[src/rtl/fetch_pkg.sv]
// Shared types and constants for the instruction fetch stage.
package fetch_pkg;

    localparam int unsigned XLEN  = 64;
    localparam int unsigned ILEN  = 32;
    localparam int unsigned REG_W = 5;
    localparam int unsigned CNT_W = 32;

    localparam logic [XLEN-1:0] PC_INC           = 64'd4;
    localparam logic [ILEN-1:0] NOP_INST_DEFAULT = 32'h0000_0013;

    typedef enum logic [1:0] {
        ST_BOOT,
        ST_RUN,
        ST_STALL,
        ST_FLUSH
    } fetch_state_t;

    typedef struct packed {
        logic [XLEN-1:0] pc;
        logic [ILEN-1:0] inst;
        logic            valid;
    } if_id_t;

    // Clears the byte-offset bits so fetches are always word aligned.
    function automatic logic [XLEN-1:0] align_pc(input logic [XLEN-1:0] pc);
        return {pc[XLEN-1:2], 2'b00};
    endfunction

endpackage

[src/rtl/fetch_stage_if.sv]
// Instruction-memory fetch port: address out from the fetch stage, word back combinationally.
interface fetch_stage_if;

    logic [fetch_pkg::XLEN-1:0] addr;
    logic [fetch_pkg::ILEN-1:0] rdata;

    modport master (output addr, input  rdata);
    modport slave  (input  addr, output rdata);

endinterface

[src/rtl/load_use_detect.sv]
// Combinational load-use hazard detect between ID/EX load and IF/ID source registers.
module load_use_detect
    import fetch_pkg::*;
(
    input  logic             id_ex_memread,
    input  logic [REG_W-1:0] id_ex_rd,
    input  logic             if_id_valid,
    input  logic [REG_W-1:0] rs1,
    input  logic [REG_W-1:0] rs2,
    output logic             load_use_c
);

    always_comb begin
        load_use_c = id_ex_memread && (id_ex_rd != '0) && if_id_valid &&
                     ((id_ex_rd == rs1) || (id_ex_rd == rs2));
    end

endmodule

[src/rtl/fetch_stage.sv]
// Instruction fetch stage: PC, IF/ID register, hazard hold and branch redirect.
// Optional cycle counters for STALL/FLUSH are built when FETCH_PERF_CNT_EN is defined.
module fetch_stage
    import fetch_pkg::*;
#(
    parameter logic [XLEN-1:0] RESET_PC = 64'h0,
    parameter logic [ILEN-1:0] NOP_INST = NOP_INST_DEFAULT
) (
    input  logic             clk,
    input  logic             reset,
    fetch_stage_if.master    imem,
    input  logic             stall_ext,
    input  logic             id_ex_memread,
    input  logic [REG_W-1:0] id_ex_rd,
    input  logic             redirect,
    input  logic [XLEN-1:0]  redirect_pc,
    output logic [XLEN-1:0]  if_id_pc,
    output logic [ILEN-1:0]  if_id_inst,
    output logic             if_id_valid,
    output logic             bubble,
    output logic             misalign
`ifdef FETCH_PERF_CNT_EN
    ,
    output logic [CNT_W-1:0] stall_cnt,
    output logic [CNT_W-1:0] flush_cnt
`endif
);

    fetch_state_t    state_q, state_d;
    logic [XLEN-1:0] pc_q, pc_d;
    if_id_t          if_id_q, if_id_d;
    logic            misalign_q, misalign_d;
    logic            load_use;
    logic            hold;

    load_use_detect u_load_use_detect (
        .id_ex_memread (id_ex_memread),
        .id_ex_rd      (id_ex_rd),
        .if_id_valid   (if_id_q.valid),
        .rs1           (if_id_q.inst[19:15]),
        .rs2           (if_id_q.inst[24:20]),
        .load_use_c    (load_use)
    );

    assign hold = load_use | stall_ext;

    // Next-state and datapath: redirect beats hold beats normal advance.
    always_comb begin
        state_d    = state_q;
        pc_d       = pc_q;
        if_id_d    = if_id_q;
        misalign_d = misalign_q;
        bubble     = 1'b0;

        if (redirect) begin
            pc_d          = align_pc(redirect_pc);
            if_id_d.pc    = '0;
            if_id_d.inst  = NOP_INST;
            if_id_d.valid = 1'b0;
            misalign_d    = misalign_q | (|redirect_pc[1:0]);
            bubble        = 1'b1;
        end else if (hold) begin
            bubble = load_use;
        end else begin
            pc_d          = pc_q + PC_INC;
            if_id_d.pc    = pc_q;
            if_id_d.inst  = imem.rdata;
            if_id_d.valid = 1'b1;
        end

        unique case (state_q)
            ST_STALL: begin
                if (redirect)   state_d = ST_FLUSH;
                else if (!hold) state_d = ST_RUN;
            end
            default: begin
                if (redirect)  state_d = ST_FLUSH;
                else if (hold) state_d = ST_STALL;
                else           state_d = ST_RUN;
            end
        endcase
    end

    always_ff @(posedge clk) begin
        if (!reset) begin
            state_q       <= ST_BOOT;
            pc_q          <= RESET_PC;
            if_id_q.pc    <= '0;
            if_id_q.inst  <= NOP_INST;
            if_id_q.valid <= 1'b0;
            misalign_q    <= 1'b0;
        end else begin
            state_q    <= state_d;
            pc_q       <= pc_d;
            if_id_q    <= if_id_d;
            misalign_q <= misalign_d;
        end
    end

    assign imem.addr   = pc_q;
    assign if_id_pc    = if_id_q.pc;
    assign if_id_inst  = if_id_q.inst;
    assign if_id_valid = if_id_q.valid;
    assign misalign    = misalign_q;

`ifdef FETCH_PERF_CNT_EN
    logic [CNT_W-1:0] stall_cnt_q, flush_cnt_q;

    // Saturating residency counters for STALL and FLUSH.
    always_ff @(posedge clk) begin
        if (!reset) begin
            stall_cnt_q <= '0;
            flush_cnt_q <= '0;
        end else begin
            if (state_q == ST_STALL && stall_cnt_q != '1)
                stall_cnt_q <= stall_cnt_q + CNT_W'(1);
            if (state_q == ST_FLUSH && flush_cnt_q != '1)
                flush_cnt_q <= flush_cnt_q + CNT_W'(1);
        end
    end

    assign stall_cnt = stall_cnt_q;
    assign flush_cnt = flush_cnt_q;
`endif

endmodule
[src/flat_wrapper.sv]
// flat-port wrapper written by rule: the top's interface ports become plain ports
module fetch_stage_flat import fetch_pkg::*;
#(
    parameter logic [XLEN-1:0] RESET_PC = 64'h0,
    parameter logic [ILEN-1:0] NOP_INST = NOP_INST_DEFAULT
)
  (clk, reset, stall_ext, id_ex_memread, id_ex_rd, redirect, redirect_pc, if_id_pc, if_id_inst, if_id_valid, bubble, misalign, imem_addr, imem_rdata);
  fetch_stage_if imem_i ();
  input  logic clk;
  input  logic reset;
  input  logic stall_ext;
  input  logic id_ex_memread;
  input  logic [REG_W-1:0] id_ex_rd;
  input  logic redirect;
  input  logic [XLEN-1:0] redirect_pc;
  output logic [XLEN-1:0] if_id_pc;
  output logic [ILEN-1:0] if_id_inst;
  output logic if_id_valid;
  output logic bubble;
  output logic misalign;
  output wire logic [$bits(imem_i.addr)-1:0] imem_addr;
  input wire logic [$bits(imem_i.rdata)-1:0] imem_rdata;
  assign imem_addr = imem_i.addr;
  assign imem_i.rdata = imem_rdata;
  fetch_stage #(.RESET_PC(RESET_PC), .NOP_INST(NOP_INST)) u_core (.clk(clk), .reset(reset), .imem(imem_i), .stall_ext(stall_ext), .id_ex_memread(id_ex_memread), .id_ex_rd(id_ex_rd), .redirect(redirect), .redirect_pc(redirect_pc), .if_id_pc(if_id_pc), .if_id_inst(if_id_inst), .if_id_valid(if_id_valid), .bubble(bubble), .misalign(misalign));
endmodule
[config.mk]
export PLATFORM = sky130hd
export DESIGN_NAME = fetch_stage_flat
export DESIGN_NICKNAME = d
export VERILOG_FILES = /design/src/rtl/fetch_pkg.sv /design/src/rtl/fetch_stage_if.sv /design/src/rtl/load_use_detect.sv /design/src/rtl/fetch_stage.sv /design/src/flat_wrapper.sv
export SDC_FILE = /design/constraint.sdc
export NUM_CORES = 1
export LEC_CHECK = 0
export CAP_MARGIN = 5
export CORE_ASPECT_RATIO = 0.6
export CORE_MARGIN = 4
export CORE_UTILIZATION = 49
export DETAILED_ROUTE_END_ITERATION = 8
export GPL_TIMING_DRIVEN = 0
export PLACE_DENSITY_LB_ADDON = 0.2
export REMOVE_ABC_BUFFERS = 1
export SYNTH_ARGS = -nofsm -noshare
export SYNTH_HDL_FRONTEND = slang
export SYNTH_SLANG_ARGS = --single-unit
[constraint.sdc]
create_clock -name clk -period 6.1 [get_ports clk]
set_input_delay 1.83 -clock clk [delete_from_list [all_inputs] [get_ports clk]]
set_output_delay 1.83 -clock clk [all_outputs]
set_load 0.05 [all_outputs]
== After elaboration in Yosys (flattened, before gate mapping) ==
Cells that the tools add are included.
Storage, ports and cells
  bits in registers: 162
  output and inout port bits: 163
  logic and storage cells: 24
Operators by class
  add/subtract/negate cells: 1
  equal/unequal tests: 3
  mux-type cells: 4
  bitwise gates (word level): 3
  reduce and logical (&&, ||, !) cells: 7
Operator list (count)
  $mux 64: 2
  $add 64x3->64 const B: 1
  $eq 5x5->1: 2
  $reduce_bool 5->1: 1
  $reduce_or 2->1: 2
  $logic_and 1x1->1: 3
  $mux 1: 2
  $ne 2x2->1 const B: 1
  $or 1x1->1: 2
  $logic_or 1x1->1: 1
  $not 1->1: 1

== Logic depth before layout (Yosys ltp) ==
  depth after elaboration: 7
  mapped depth: 9

== Cells and area by module ==
A second synthesis with hierarchy kept.
Second synthesis, totals
  cells, all modules: 936
  area total of the unflattened synthesis: 7318.3 um^2
By module, submodules not included
  fetch_stage: times used 1, cells each 919, area each 7185.6 um^2, seq. area each 3163.0 um^2
  load_use_detect: times used 1, cells each 17, area each 132.6 um^2, seq. area each 0.0 um^2

== Worst setup path before layout ==
Ideal clock, no wire load.
  kind: input -> output
  start: input port id_ex_rd[1]
  end: output port bubble
  arrival time: 3.348 ns
  required time: 4.270 ns
  path slack: 0.922 ns
  cell stages on the path: 6
  path through: or3_1 -> o311a_4 -> buf_6 -> nand2_1 -> buf_2 -> nand2_1
Between the ends
  word-level cells in the longest chain between the ends: 7
  elaborated cells on any way between the ends: 10
Ends and longest elaborated chain
  start, declared: line flat_wrapper.sv:13  | input logic [REG_W-1:0] id_ex_rd;
  $reduce_bool 5->1: line load_use_detect.sv:14  | load_use_c = id_ex_memread && (id_ex_rd != '0) && if_id_valid &&
  $logic_and 1x1->1 (2 in series): line load_use_detect.sv:14
  $logic_and 1x1->1 (*): line load_use_detect.sv:14
  $or 1x1->1: line fetch_stage.sv:45  | assign hold = load_use | stall_ext;
  $mux 1 (*): line fetch_stage.sv:62  | end else if (hold) begin
  $mux 1 (*): line fetch_stage.sv:55  | if (redirect) begin
  end, declared: line flat_wrapper.sv:19  | output logic bubble;
Mark *: on every way between the ends. The rest lies on a longest branch, timed or not.

== Worst setup path after layout ==
  start: input port id_ex_rd[0]
  end: output port bubble
Same word-level chain as after synthesis.

==> impl_metrics.py <==
metrics = {
    "status": {
        "status": "finished clean",
    },
    "route": {
        "routed-via-count": 7802,
        "wl_per_cell_um": 18.1,
        "viasPerCell": 5.69,
        "ant_nets": 0,
        "drt_iter0_drc": 680,
        "drcViolationCount": 0,
        "first_pass_iters": 5,
        "drt-total-wl_mm": 24.8,
    },
    "power": {
        "leakage_nw": 3.68,
        "pwr-share-seq": 0.427,
        "power.switching_uw": 854,
        "power.internal_mw": 1.82,
        "sw_frac_of_total": 0.320,
        "p_comb_frac": 0.194,
        "clockPowerShare": 0.379,
        "irDropWorstVdd_mv": 0.143,
        "p_total_mw": 2.67,
        "p_per_area_nw_per_um2": 244,
    },
    "grt": {
        "grt_pass1_vias": 7200,
        "overflow": 0,
        "gr-usage-all-layers": 0.273,
        "grt_antenna_before_repair": 0,
        "grt_pass1_wl_mm": 39.1,
        "grt_max_degree": 111,
    },
    "clock_network": {
        "clk_latency_ns": 0.42,
        "cts_tree": "done",
        "htreeDepth": 4,
        "cts_hold_buf": 0,
        "root_buffer": "clkbuf_16",
        "numCtsBuffers": 17,
        "cts_sinks": 158,
        "clk_pin_slew_ns": 0.06,
        "cts_max_path_buffers": 2,
    },
    "logic_synthesis": {
        "synth_area_leaders": "dfxtp_1 (42%), nand2_1 (11%), a21oi_1 (7.7%)",
        "yosys-top-cells-count": "nand2_1 (218), dfxtp_1 (158), a21oi_1 (116)",
        "synth_most_common_cell": "nand2_1",
        "synth-seq-cells": 158,
        "netlist_instances": 934,
        "yosysTopAreaCellShare": 0.422,
        "synth-seq-area-share": 0.422,
        "synth.yosys.warnings": 0,
        "syn_avg_cell_area_um2": 8.03,
        "netlist_area_um2": 7500,
        "synth_edf_count": 0,
        "async_reset_ff_frac": 0,
        "netlist-cell-type-count": 56,
        "synth_top_cell_by_area": "dfxtp_1",
        "synthFlopType": "dfxtp_1",
    },
    "worst_setup_path": {
        "cp.arrival_ns": 4.12,
        "crit_type": "in2out",
        "startpoint": "id_ex_rd[0]",
        "crit_end": "bubble",
        "worst-r2r-cell-count": 7,
        "r2r-start": "u_core.imem.addr[2]",
        "required_ns": 4.27,
        "r2r_end": "u_core.imem.addr[44]",
        "critPathMaxFanout": 32,
        "setup.worst_path.end_class": "output pin",
        "rrSetupSlack_ns": 3.15,
        "crit_path_start_kind": "input pin",
    },
    "placed_design": {
        "placed_cell_area_um2": 10300,
        "hpwl_mm": 17.7,
        "port_buffers": 264,
        "dpl.cell_count": 1336,
        "globalplace.congestion": 0.812,
    },
    "sta": {
        "min_period_ns": 5.95,
        "fmax_mhz": 168,
        "finalSetupViolCount": 0,
        "rsz0062_at_grt": "false",
        "fin_skew_ns": 0.0151,
        "setup-tns-final_ns": 0,
        "fin_crit_sh": 0.975,
        "hold_viol": 0,
        "timing.slew.headroom": 0.347,
        "worst_pin_slew_ns": 0.979,
        "slew_violations": 0,
    },
    "die": {
        "die_area_um2": 17400,
        "pin_count": 269,
        "die_h_um": 104,
        "die_x_um": 168,
        "row_count": 34,
        "core_um2": 14700,
        "start_util": 0.509,
    },
    "layout": {
        "final_cells": 1370,
        "fillers": 1117,
        "final_layout_size_suffix_gt1_frac": 0.0717,
        "post-route-util": 0.744,
        "nets": 1266,
        "final_area_um2": 10900,
        "antenna_cells": 0,
        "syn_to_final_growth_pct": 46.1,
    },
    "min_path": {
        "min_path_type": "reg2reg",
        "hold_path_depth": 2,
    },
    "job": {
        "drv_cap": 0,
    },
}
critical path, cell delays in order:
cell and delay (ns):
clkdlybuf4s50_1 0.49, or3_1 0.38, o311a_4 0.56, nand2_8 0.26
nand2_1 0.09, dlygate4sd2_1 0.48
worst min path at each step:
stage                          start               endpoint  slack, ns
2_1_floorplan  u_core.if_id_inst[10]  u_core.if_id_inst[10]       0.68
3_3_place_gp      u_core.if_id_pc[7]     u_core.if_id_pc[7]       0.44
3_5_place_dp     u_core.if_id_pc[58]    u_core.if_id_pc[58]       0.45
4_1_cts          u_core.if_id_pc[32]    u_core.if_id_pc[32]       0.46
5_1_grt          u_core.if_id_pc[19]    u_core.if_id_pc[19]       0.47
6_report         u_core.if_id_pc[32]    u_core.if_id_pc[32]       0.45
kinds of logic (layout without fill, tap and decap cells):
| group | Yosys count | count (layout) | share of synthesized area |
|---|---|---|---|
| adder cells (fa/ha/maj) | 1 | 1 | 0.00167 |
| AND/OR/NAND/NOR | 388 | 388 | 0.253 |
| flip-flops | 158 | 158 | 0.422 |
| other | 1 | 4 | 0.000500 |
| buffers and inverters | 89 | 324 | 0.0521 |
| multiplexers | 9 | 9 | 0.0132 |
| AO/OA/AOI/OAI | 257 | 257 | 0.221 |
| XOR/XNOR | 31 | 31 | 0.0362 |
final cells by class:
cell class	count	area, um2	share of cell area
tap	198	248	0.0226
inverter	16	62.6	0.00571
timing repair buffer	276	2920	0.266
clock buffer	18	429	0.0392
multi-input combinational	690	4000	0.365
sequential	158	3160	0.289
clock inverter	14	129	0.0118
per-stage QoR:
stage / hold slack (ns) / setup slack [ns]
5_1_grt: 0.467 / 0.0811
2_1_floorplan: 0.681 / -0.0493
3_5_place_dp: 0.446 / -0.813
6_report: 0.453 / 0.151
4_1_cts: 0.455 / 0.0890
3_3_place_gp: 0.441 / -3.45
cells in the final DEF (no fill, tap or decap), drive strengths merged, types with 2 or more instances in the layout:
master and instances:
nand4 19, or4 9, xnor2 30, o211a 3, clkdlybuf4s50 261, a211oi 22, mux2i 2, nand2 218
and3 7, clkinv 6, o31ai 9, buf 13, clkbuf 19, nand3 29, and2 2, a2111oi 18
o21ai 59, nor2 37, a21o 2, inv 23, or3 7, and4 18, nor3 17, nor4 9
dfxtp 158, a21oi 117, a31oi 16, o311a 4, nand2b 4, conb 4, mux2 7, nor2b 8
registers in the layout (all words and copies together), names as in the netlist:
signal	cells
u_core.misalign	1
u_core.if_id_valid	1
u_core.imem.addr	62
u_core.if_id_pc	62
u_core.if_id_inst	32
routing by layer:
layer,wire [um],share of wire,up-vias,global-route usage
li1,-,-,3771,-
met1,11000,0.44,3665,0.376
met2,10800,0.44,335,0.413
met3,2520,0.10,31,0.0921
met4,403,0.016,0,0.0695
met5,0,0,-,0
timing repair:
item                       CTS  global route
setup buffers                1             0
pin swaps                    1             0
setup endpoints to repair    1             1
gates resized for setup      3             1
power by group through the flow:
stage	Clock, mW	Combinational, mW	Sequential (mW)
final	1.01	0.519	1.14
after global routing	1.07	0.549	1.15
after floorplan	0	0.129	1.30
after global placement	0	0.492	1.16
after CTS	1.03	0.519	1.14
after detailed placement	0	0.516	1.16
Power figures use the tool's default switching activity.
==> RTL change: new RTL, same settings <==
Set the package constant `XLEN` to 32 (it was 64).
--- a/src/rtl/fetch_pkg.sv
+++ b/src/rtl/fetch_pkg.sv
@@ -2,5 +2,5 @@
 package fetch_pkg;
 
-    localparam int unsigned XLEN  = 64;
+    localparam int unsigned XLEN  = 32;
     localparam int unsigned ILEN  = 32;
     localparam int unsigned REG_W = 5;
Ports: changed (resized if_id_pc, imem_addr and redirect_pc); port bits go from 269 to 173. No check against the original RTL was run, so the function may have changed too.
==> RTL change against the original RTL <==
- sequential power shrank 41%
- sequential cell count shrank 64
- synthesized area down 45%
- count of clock-buffer cells in the layout shrank 7
- cell count shrank 44%
- cell area down 43%
- global-route usage is 2.9 points lower
- utilization up 2.9 points
- total power is 44% lower
- routed wire length is 51% lower
- worst setup slack improved by 0.0097 ns
- largest power group unchanged
==> RTL change: results (changes against the original RTL) <==
metric	value	unit	change
Yosys cell types	44		was 56
Hold Path Sink	u_core.if_id_pc[16]$_SDFFE_PP0P_		was u_core.if_id_pc[32]$_SDFFE_PP0P_
CP arrival	4.11	ns	was 4.12 ns
Synth Instances	511		was 934
hold_sp	u_core.if_id_pc[16]$_SDFFE_PP0P_		was u_core.if_id_pc[32]$_SDFFE_PP0P_
worst r2r src	u_core.imem.addr[10]$_SDFFE_PN0P_		was u_core.imem.addr[2]$_SDFFE_PN0P_
synth cell count leaders	nand2_1, a21oi_1, dfxtp_1, xnor2_1, o21ai_0		was nand2_1, dfxtp_1, a21oi_1, o21ai_0, clkbuf_1
CP max stage cell	clkdlybuf4s50_1		was o311a_4
largest net degree at the start of global routing	55		was 111
Non-Filler Instances	772		was 1,370
CTS Buf Count	9		was 17
status	complete, no violations		unchanged
RePlAce Congestion	0.8269		was 0.8118
Max stage delay on crit path	0.70	ns	was 0.56 ns
# nets final	734		was 1,266
total global-route track usage	24.40	%	was 27.30%
clk_lat worst skew	0.34	ns	was 0.42 ns
initial DRC count	295		was 680
final worst path period need	5.940	ns	was 5.949 ns
vias	4129		was 7,802
Reg-to-Reg End	u_core.imem.addr[31]$_SDFFE_PN0P_		was u_core.imem.addr[44]$_SDFFE_PN0P_
Worst Tran Pin Value	1.125	ns	was 0.9789 ns
Clock Skew	0.004758	ns	was 0.01510 ns
vias in the first global route	3959		was 7,200
crit path max fanout	29		was 32
largest cells by area after synthesis	dfxtp_1, nand2_1, a21oi_1		unchanged
CTS Buffer Depth	2		unchanged
global-route wire length before repair	19.78	mm	was 39.07 mm
Post-Place Worst Slack	-0.3723	ns	was -0.8127 ns
Peak supply drop	221.4	uV	was 143.4 uV
share of cells above drive strength 1	6.325	%	was 7.167%
Placed Instances	756		was 1,336
Reg2Reg Setup Slack	3.76	ns	was 3.15 ns
H-tree depth	3		was 4
register area share after synthesis	45.58	%	was 42.20%
Net Sw Frac	29.63	%	was 31.97%
Total Routed Length	12.16	mm	was 24.75 mm
I/O Buffers	168		was 264
Root Buffer	clkbuf_16		unchanged
FF-to-FF path depth	6		was 7
[RTL change: cell count changes after synthesis, moves of 12 or more]
cell	delta
a211oi_1	-19
a21oi_1	-15
a31oi_1	-14
and4_1	-18
clkbuf_1	-29
dfxtp_1	-64
inv_1	-12
nand2_1	-82
nand3_1	-15
nor2_1	-33
nor3_1	-17
o21ai_0	-27
[RTL change: metrics by stage]
stage	total power [W]	area (sq um)	hold WS (ns)
final	0.001505	6210	0.4515
after floorplan	0.0008441	3951	0.6735
after detailed placement	0.0009846	5908	0.4453
after global placement	0.0009692	5768	0.4405
after global routing	0.001565	6210	0.4697
after CTS	0.001516	6196	0.4541
[RTL change: critical path: cells and delay by family]
family,cells,cell delay (ns)
compound gates,1,0.49
simple gates,3,0.60
buf+inv,2,1.18
[RTL change: how the worst max path moves through the flow]
stage	startpoint	cells after the start	endpoint
floorplan	id_ex_rd[4]	5	bubble
global placement	id_ex_rd[0]	7	bubble
detailed placement	id_ex_rd[0]	6	bubble
CTS	id_ex_rd[1]	6	bubble
global route	id_ex_rd[4]	8	bubble
finish	id_ex_rd[1]	6	bubble
[RTL change: per-layer routing]
metal | share of wire, % | track usage [%]
met1 | 44 | 31.21
met2 | 45 | 37.92
met3 | 10 | 9.610
met4 | 1.5 | 7.923
met5 | 0 | 0
[RTL change: timing repair]
item                                    in CTS  in global routing
endpoints found under the hold margin        0                  0
resized for setup                            1                  2
pin swaps                                    0                  0
endpoints found under the setup margin       1                  1
buffers inserted                             0                  0
hold buffers                                 0                  0
[RTL change: cell type report]
class / instances / area, sq um
Sequential cell: 94 / 1882
Tap cell: 108 / 135.1
Clock buffer: 11 / 252.7
Inverter: 5 / 22.52
Timing Repair Buffer: 173 / 1797
Multi-Input combinational cell: 376 / 2087
Clock inverter: 5 / 33.78
Fill cell: 567 / 1829
[RTL change: cells by family after synthesis]
family                   after synthesis  synth area share [%]
XOR/XNOR                              37                 7.848
adder cells (fa/ha/maj)                1                0.3030
AND/OR/NAND/NOR                      180                 19.06
AO/OA/AOI/OAI                        154                 22.09
other                                  1               0.09082
buffers and inverters                 44                 5.030
flip-flops                            94                 45.58
[RTL change: power by group through the flow]
stage               Clock, W  Combinational (W)  Sequential [W]
floorplan                  0          0.0000770        0.000767
CTS                 0.000543           0.000303        0.000669
global placement           0           0.000288        0.000681
finish              0.000532           0.000303        0.000670
global route        0.000570           0.000321        0.000674
detailed placement         0           0.000302        0.000683
